### config.mk
export PLATFORM = sky130hd
export DESIGN_NAME = cache_controller
export DESIGN_NICKNAME = d
export VERILOG_FILES = /design/src/rtl/cache_controller.sv
export SDC_FILE = /design/constraint.sdc
export NUM_CORES = 1
export LEC_CHECK = 0
export CAP_MARGIN = 15
export CORE_MARGIN = 3
export CORE_UTILIZATION = 55
export CTS_CLUSTER_SIZE = 30
export DETAILED_ROUTE_END_ITERATION = 16
export DONT_BUFFER_PORTS = 1
export PLACE_DENSITY = 0.79
export SLEW_MARGIN = 20
export SYNTH_ARGS = -nofsm -noshare
export SYNTH_HDL_FRONTEND = slang
export SYNTH_SLANG_ARGS = --single-unit
### constraint.sdc
create_clock -name clk -period 3.45 [get_ports clk]
set_input_delay 0.8625 -clock clk [delete_from_list [all_inputs] [get_ports clk]]
set_output_delay 0.8625 -clock clk [all_outputs]
set_load 0.01 [all_outputs]
### src/rtl/cache_controller.sv
// cache_controller: snooping MSI controller, 2-line direct-mapped, 4-bit words.
// Optional CACHE_STATS_EN adds saturating hit_count/miss_count outputs.
// Ports: clk, rst_n (async low); req/we/addr/wdata -> rdata/done (processor);
//   bus_req/bus_grant/bus_out (own messages); snoop (others' traffic);
//   mem_q (fill data from shared memory).
module cache_controller #(
  parameter logic [1:0] ReadMiss  = 2'b01,
  parameter logic [1:0] WriteMiss = 2'b10,
  parameter logic [1:0] WriteBack = 2'b11
) (
  input  logic       clk,
  input  logic       rst_n,
  input  logic       req,
  input  logic       we,
  input  logic [1:0] addr,
  input  logic [3:0] wdata,
  output logic [3:0] rdata,
  output logic       done,
  output logic       bus_req,
  input  logic       bus_grant,
  output logic [7:0] bus_out,
  input  logic [7:0] snoop,
  input  logic [3:0] mem_q
`ifdef CACHE_STATS_EN
  ,
  output logic [7:0] hit_count,
  output logic [7:0] miss_count
`endif
);

  typedef enum logic [1:0] {LI, LS, LM} line_t;
  typedef enum logic [2:0] {
    IDLE, VICTIM_WB, MISS_REQ, FILL1, FILL2
  } fsm_t;

  fsm_t       st, nst;
  line_t      lst  [2];
  logic [1:0] ltag;
  logic [3:0] ldat [2];

  logic       r_we;
  logic [1:0] r_addr;
  logic [3:0] r_wdata;

  logic       iidx, ridx, sidx;
  logic       hit, vic, shit, interv, gnt;
  logic [3:0] fill;

  assign iidx = addr[0];
  assign ridx = r_addr[0];
  assign sidx = snoop[4];

  assign hit = (ltag[iidx] == addr[1]) &&
               (we ? (lst[iidx] == LM)
                   : (lst[iidx] != LI));
  assign vic = (lst[iidx] == LM) &&
               (ltag[iidx] != addr[1]);

  assign shit = (lst[sidx] != LI) &&
                (ltag[sidx] == snoop[5]);
  // Supplying dirty data outranks our own granted message.
  assign interv = shit && (lst[sidx] == LM) &&
                  (snoop[7:6] == ReadMiss ||
                   snoop[7:6] == WriteMiss);
  assign gnt = bus_req && bus_grant && !interv;

  // A write-back of our address in the slot wins over memory.
  assign fill = (snoop[7:6] == WriteBack &&
                 snoop[5:4] == r_addr) ? snoop[3:0]
                                       : mem_q;

  always_ff @(posedge clk or negedge rst_n) begin
    if (!rst_n) st <= IDLE;
    else        st <= nst;
  end

  always_comb begin
    nst = st;
    unique case (st)
      IDLE:
        if (req) begin
          unique case (1'b1)
            hit:     nst = IDLE;
            vic:     nst = VICTIM_WB;
            default: nst = MISS_REQ;
          endcase
        end
      VICTIM_WB:
        if (gnt) nst = MISS_REQ;
      MISS_REQ:
        if (gnt) nst = r_we ? IDLE : FILL1;
      FILL1:   nst = FILL2;
      FILL2:   nst = IDLE;
      default: nst = IDLE;
    endcase
  end

  always_ff @(posedge clk or negedge rst_n) begin
    if (!rst_n) begin
      for (int i = 0; i < 2; i++) begin
        lst[i]  <= LI;
        ldat[i] <= '0;
      end
      ltag    <= '0;
      bus_out <= '0;
      rdata   <= '0;
      done    <= 1'b0;
      bus_req <= 1'b0;
      r_we    <= 1'b0;
      r_addr  <= '0;
      r_wdata <= '0;
    end else begin
      bus_out <= 8'h00;
      done    <= 1'b0;
      if (shit) begin
        if (snoop[7:6] == ReadMiss &&
            lst[sidx] == LM)
          lst[sidx] <= LS;
        else if (snoop[7:6] == WriteMiss)
          lst[sidx] <= LI;
      end
      if (interv)
        bus_out <= {WriteBack, snoop[5:4],
                    ldat[sidx]};
      unique case (st)
        IDLE:
          if (req) begin
            r_we    <= we;
            r_addr  <= addr;
            r_wdata <= wdata;
            if (hit) begin
              done <= 1'b1;
              if (we) ldat[iidx] <= wdata;
              else    rdata      <= ldat[iidx];
            end else begin
              bus_req <= 1'b1;
            end
          end
        VICTIM_WB:
          if (gnt) begin
            bus_req <= 1'b0;
            // A snoop may have downgraded the victim already.
            if (lst[ridx] == LM) begin
              bus_out <= {WriteBack, ltag[ridx],
                          ridx, ldat[ridx]};
              lst[ridx] <= LI;
            end
          end else begin
            bus_req <= 1'b1;
          end
        MISS_REQ:
          if (gnt) begin
            bus_req <= 1'b0;
            if (r_we) begin
              bus_out <= {WriteMiss, r_addr, r_wdata};
              lst[ridx]  <= LM;
              ltag[ridx] <= r_addr[1];
              ldat[ridx] <= r_wdata;
              done       <= 1'b1;
            end else begin
              bus_out <= {ReadMiss, r_addr, 4'b0000};
            end
          end else begin
            bus_req <= 1'b1;
          end
        FILL2: begin
          lst[ridx]  <= LS;
          ltag[ridx] <= r_addr[1];
          ldat[ridx] <= fill;
          rdata      <= fill;
          done       <= 1'b1;
        end
        default: ;
      endcase
    end
  end

`ifdef CACHE_STATS_EN
  logic hit_done, miss_done;
  assign hit_done  = (st == IDLE) && req && hit;
  assign miss_done = (st == FILL2) ||
                     ((st == MISS_REQ) && gnt && r_we);

  always_ff @(posedge clk or negedge rst_n) begin
    if (!rst_n) begin
      hit_count  <= '0;
      miss_count <= '0;
    end else begin
      if (hit_done && hit_count != 8'hFF)
        hit_count <= hit_count + 8'd1;
      if (miss_done && miss_count != 8'hFF)
        miss_count <= miss_count + 8'd1;
    end
  end
`endif

endmodule

# After elaboration in Yosys (flattened, before gate mapping)
# Cells that the tools add are included.
dict set report totals {
  register_bits 38
  inputBits 23
  output_inout_bits 14
  wordCells 172
}
dict set report classes {
  magnitude_cmp 10
  n_eq_ne 22
  muxes 82
  bitwise_logic 16
  reduce_logical 29
}
# operator n
set op_table {}
lappend op_table {{2-to-1 mux 4 bit} 22}
lappend op_table {{2-to-1 mux 8 bit} 10}
lappend op_table {{2-to-1 mux 2 bit} 14}
lappend op_table {{bitwise mux 8 bit} 3}
lappend op_table {{one-hot mux 8 bit (3 select lines)} 1}
lappend op_table {{inequality test 2 bit, second input constant} 8}
lappend op_table {{one-hot mux 8 bit (2 select lines)} 1}
lappend op_table {{2-to-1 mux 1 bit} 15}
lappend op_table {{logical AND 1 bit} 13}
lappend op_table {{one-hot mux 3 bit (4 select lines)} 1}
lappend op_table {{one-hot mux 4 bit (3 select lines)} 1}
lappend op_table {{equality test 2 bit, second input constant} 5}
lappend op_table {{nonzero test 2 bit} 5}
lappend op_table {{2-to-1 mux 3 bit} 3}
lappend op_table {{AND reduction 3 bit} 3}
lappend op_table {{AND 4 bit} 2}
lappend op_table {{demux 4 bit (select 1 bit)} 2}
lappend op_table {{inverter 4 bit} 2}
lappend op_table {{one-hot mux 2 bit (2 select lines)} 2}
lappend op_table {{one-hot mux 4 bit (2 select lines)} 1}
lappend op_table {{AND 2 bit} 3}
lappend op_table {{equality test 3 x 2 -> 1 bit, second input constant} 2}
lappend op_table {{greater-or-equal comparator 2 bit, second input constant} 3}
lappend op_table {{less-than comparator 1 x 2 -> 1 bit, second input constant} 3}
lappend op_table {{other kinds (24)} 34}

# Depth between registers and ports, before layout
dict set report depth {
  word_depth 14
  depth_mapped 10
  ltp_nobuf 8
}

# Worst setup path before layout
# Ideal clock, no wire load.
dict set report synth_timing {
  kind {input port to flip-flop}
  start {input snoop[6]}
  end {register ltag[0]}
  arrival_time_ns 2.584
  t_required_ns 3.322
  path_slack_ns 0.738
  stages 8
  path_buffers 0
  cell_sequence {inv_1 -> ha_1 -> and4bb_1 -> nor2_1 -> o2111ai_2 -> and2_1 -> nor4_2 -> mux2_1}
}
dict set report synth_between {
  elab_chain_cells 7
}
# item line
set synth_lines {}
lappend synth_lines {{start: declaration} 22} ;# input logic [7:0] snoop,
lappend synth_lines {{equality test 2 x 1 -> 1 bit or equality test 2 bit (tied branches)} {63, 64}}
lappend synth_lines {{logical OR 1 bit *} 63} ;# (snoop[7:6] == ReadMiss ||
lappend synth_lines {{logical AND 1 bit *} 62} ;# assign interv = shit && (lst[sidx] == LM) &&
lappend synth_lines {{zero test 1 bit *} 65} ;# assign gnt = bus_req && bus_grant && !interv;
lappend synth_lines {{logical AND 1 bit *} 65}
lappend synth_lines {{inequality test 2 bit (no line) *} --}
lappend synth_lines {{AND reduction 3 bit (no line) *} --}
lappend synth_lines {{end signal: indexed assignment} 157} ;# ltag[ridx] <= r_addr[1];
lappend synth_lines {{end signal: indexed assignment} 168} ;# ltag[ridx] <= r_addr[1];
lappend synth_lines {{end: declaration} 38} ;# logic [1:0] ltag;
# Every way passes the cells marked *; elsewhere a longest branch is shown, timed or not.
# A chain may end at the register's enable or synchronous reset.

# Worst setup path in the final report
dict set report layout_timing {
  start {input snoop[6]}
  end {register ldat[5] in the netlist's numbering}
}
dict set report layout_between {
  elab_chain_cells 7
}
# item line
set layout_lines {}
lappend layout_lines {{equality test 2 x 1 -> 1 bit or equality test 2 bit (tied branches)} {63, 64}}
lappend layout_lines {{logical OR 1 bit} 63}
lappend layout_lines {{logical AND 1 bit} 62}
lappend layout_lines {{zero test 1 bit} 65}
lappend layout_lines {{logical AND 1 bit} 65}
lappend layout_lines {{inequality test 2 bit (no line)} --}
lappend layout_lines {{AND reduction 6 bit (no line)} --}
lappend layout_lines {{end signal: indexed assignment} 133} ;# if (we) ldat[iidx] <= wdata;
lappend layout_lines {{end signal: indexed assignment} 158} ;# ldat[ridx] <= r_wdata;
lappend layout_lines {{end signal: indexed assignment} 169} ;# ldat[ridx] <= fill;
lappend layout_lines {{end: declaration} 39} ;# logic [3:0] ldat [2];
# Several ways; a longest one is shown, not always the timed one.

==> results.md <==
* Part of the total power dissipated in combinational logic at 46.9%
* Pint at 1.393 mW
* Sequential Power Share at 37.3%
* Final estimated routing congestion in global placement at 0.9162
* Worst supply voltage drop on vdd at 461.3 uV
* Routed vias at 1958
* WL/cell at between 15 and 20 um
* Total core area at 0.004173 sq mm
* Proportion of synthesized chip area in sequential cells at 38.58%
* Result of the run: finished, final reports clean
* Tightest Pin Transition at roughly 0.86 ns
* Maximum Capacitance Violations at 0
* Type of the setup path with the least slack: input pin to flop
* Number of routed nets with antenna violations at 0
* Critical Path End Type: flop
* Setup bufs post-CTS at 0
* Initial antenna violation count at 0
* Initial standard-cell utilization of the core at roughly three fifths
* GRT overflow at 0
* TritonCTS clock tree: built
* Core Rows at 23
* Clock buffer depth at 2
* Type of origin of the critical path: input pin
* Post-route fraction of the period consumed by the critical path at around 78%
* Detail Placement HPWL at 4191 um
* Number of buffers created by CTS at 5
* Flip-flop cell with the highest count after synthesis: dfrtp_1
* Switching power as a share of total power at 43.13%
* Synthesis-to-finish area growth at 4.518%
* Fraction of registers with async set or reset after synthesis at between 90% and 100%
* Max FO, Critical Path at 9
* Global-route usage over all layers at 23.72%
* Global-route wire length before repair at roughly 9500 um
* Post-synth top cells: dfrtp_1, nand2_1, a21oi_1
* Count of flip-flops with a built-in enable after synthesis at 0
* Vias in the first global route at 1901
* Cell type with the largest total area after synthesis: dfrtp_1
* Cell area after technology mapping at 0.002465 sq mm
* Boundary Pins at 37
* Worst clock skew at ~0.01 ns
* Reg2Reg Capture Point: ldat[5]
* Detailed Route Iter0 Violations at 279
* Avg Vias per Cell at 6.462
* Port bufs at 0
* Number of standard cells after synthesis at 258
* Count of unique library cells instantiated by Yosys at between 50 and 60
* Final WL at 5843 um
* Post-synthesis register bit count at 38
* Power per unit of standard cell area at 950.9 mW/mm^2
* Total iterations of the first detailed-routing run at 4
* CTS Root Buffer Type: clkbuf_8
* Number of standard cells in the layout, taps in and fillers out at 303
* Unrepaired setup endpoints after global routing: no
* Post-route DRC violation count at 0
* Register clock-pin slew on the reported worst setup and hold paths at 0.08 ns
* Leakage at 1.141 nW
* Most frequent cell after synthesis: dfrtp_1
* Launch point of the worst reg-to-reg path: lst[3]
* Synthesized Nets at ~280
* Required time at the endpoint of the critical path at roughly 3.7 ns
* Syn avg cell area at 9.554 sq um
* Depth of the most critical reg-to-reg path at 6
* H-tree levels at 2
* Area fraction of the dominant cell type after synthesis at 38.58%
* Leading post-synthesis cells by cell area: dfrtp_1, mux2_2, nand2_1
* Filler cell count in the final layout at around 350
* Switching power total at 1.057 mW
* Accumulated negative setup slack at 0 ns
* Share of cells above drive strength 1 at 13.83%
* Synthesis warning total at 0
* Minimum period implied by the final worst setup slack at 2.690 ns
* Kind of path behind the tightest hold check: input pin to asynchronous set/reset pin
* Setup slack of the most critical reg-to-reg path at 1.22 ns
* Clock network latency to the later pin of the worst-skew pair at 0.29 ns
* Die height at 72.95 um
* Final net count at between 200 and 300
* Floorplan die area at 0.005321 sq mm
* Count of final max-slew check failures at 0
* CTS-repair resized insts at 0
* TritonCTS sink count at 38
* Maximum number of pins on one net before global-route repair at 39
* Placed Cells at 296
* Final setup violation count at 0
* Number of inserted diodes at 0
* Data arrival, critical path at around 2.9 ns
* Number of endpoints with negative hold slack in the final report at 0
* Achievable Freq at 0.3717 GHz
* Worst max-slew margin expressed relative to the limit at 42.46%
* Clock group share of total power at 15.7%
* Width of the die at 72.95 um
* Number of buffers inserted for hold repair after clock tree synthesis at 0
cell type report:
cell class              count  area [sq um]  share of cell area, %
multi-input cells         195          1394                  54.10
flip-flops and latches     38         950.9                  36.91
clock buffers               6         82.58                  3.205
well taps                  50         62.56                  2.428
inverters                  11         41.29                  1.603
clock inverters             1         30.03                  1.166
repair buffers              2         15.01                 0.5828
metal layers:
layer,wire length [um],track usage (%)
met2,2693,35.47
met3,529,7.163
met4,99,8.402
met5,0,0
met1,2521,32.57
worst max-delay path, cell delays in order:
cell	delay, ns
inv_1	0.02
ha_1	0.30
and4bb_1	0.23
nor2_1	0.29
o2111ai_2	0.29
a211oi_4	0.48
nand2_1	0.20
o22ai_1	0.22
cells in the final DEF (no fill, tap or decap), drive strengths merged, types with 3 or more instances in the layout:
cell type / n
inv: 11
a21oi: 17
nand2b: 6
a31oi: 3
xor2: 3
o22ai: 5
nor3: 6
o211a: 3
clkbuf: 6
nand2: 25
and4bb: 4
mux2: 13
ha: 3
o21ai: 18
nor3b: 3
mux2i: 10
xnor2: 7
dfrtp: 38
a22o: 5
nor2: 15
a22oi: 9
nand3: 5
a21o: 4
and2: 3
power by group through the flow:
stage | clock network [mW] | logic, mW | registers [mW]
floorplan | 0 | 0.984 | 0.807
global placement | 0 | 1.11 | 0.908
detailed placement | 0 | 1.13 | 0.917
CTS | 0.396 | 1.14 | 0.908
global route | 0.411 | 1.27 | 0.945
finish | 0.385 | 1.15 | 0.915
cells by family after synthesis:
kind of cell | synth area share [%]
multiplexers | 10.51
AND/OR/NAND/NOR | 18.17
XOR/XNOR | 3.858
buffers and inverters | 4.873
AO/OA/AOI/OAI | 22.49
adder cells (fa/ha/maj) | 1.523
flip-flops | 38.58
metrics by stage:
| stage | hold slack [ns] | utilization, % | instance area (sq um) | worst slack (ns) | power, mW |
|---|---|---|---|---|---|
| after floorplan | 0.4653 | - | 2465 | 0.7383 | 1.791 |
| after global placement | 0.4921 | 59.04 | 2464 | 0.6201 | 2.018 |
| after detailed placement | 0.4895 | 59.04 | 2464 | 0.5153 | 2.045 |
| after CTS | 0.2441 | 61.74 | 2576 | 0.8302 | 2.440 |
| after global routing | 0.2368 | 61.74 | 2576 | 0.6645 | 2.626 |
| final | 0.2524 | 61.74 | 2576 | 0.7597 | 2.450 |
how the worst max path moves through the flow:
stage,to,cells after the start,from
final,ldat[5],8,snoop[6]
after global routing,ldat[1],8,snoop[6]
after CTS,ltag[0],8,snoop[6]
after detailed placement,ltag[0],8,snoop[6]
after global placement,ltag[0],8,snoop[6]
after floorplan,ltag[0],8,snoop[6]
registers in the layout, summed over array words and instances, names as in the netlist, 2 cells and up:
register	count
bus_out	8
ldat	8
lst	4
ltag	2
r_addr	2
r_wdata	4
rdata	4
st	3
(Power assumes the default switching activity.)
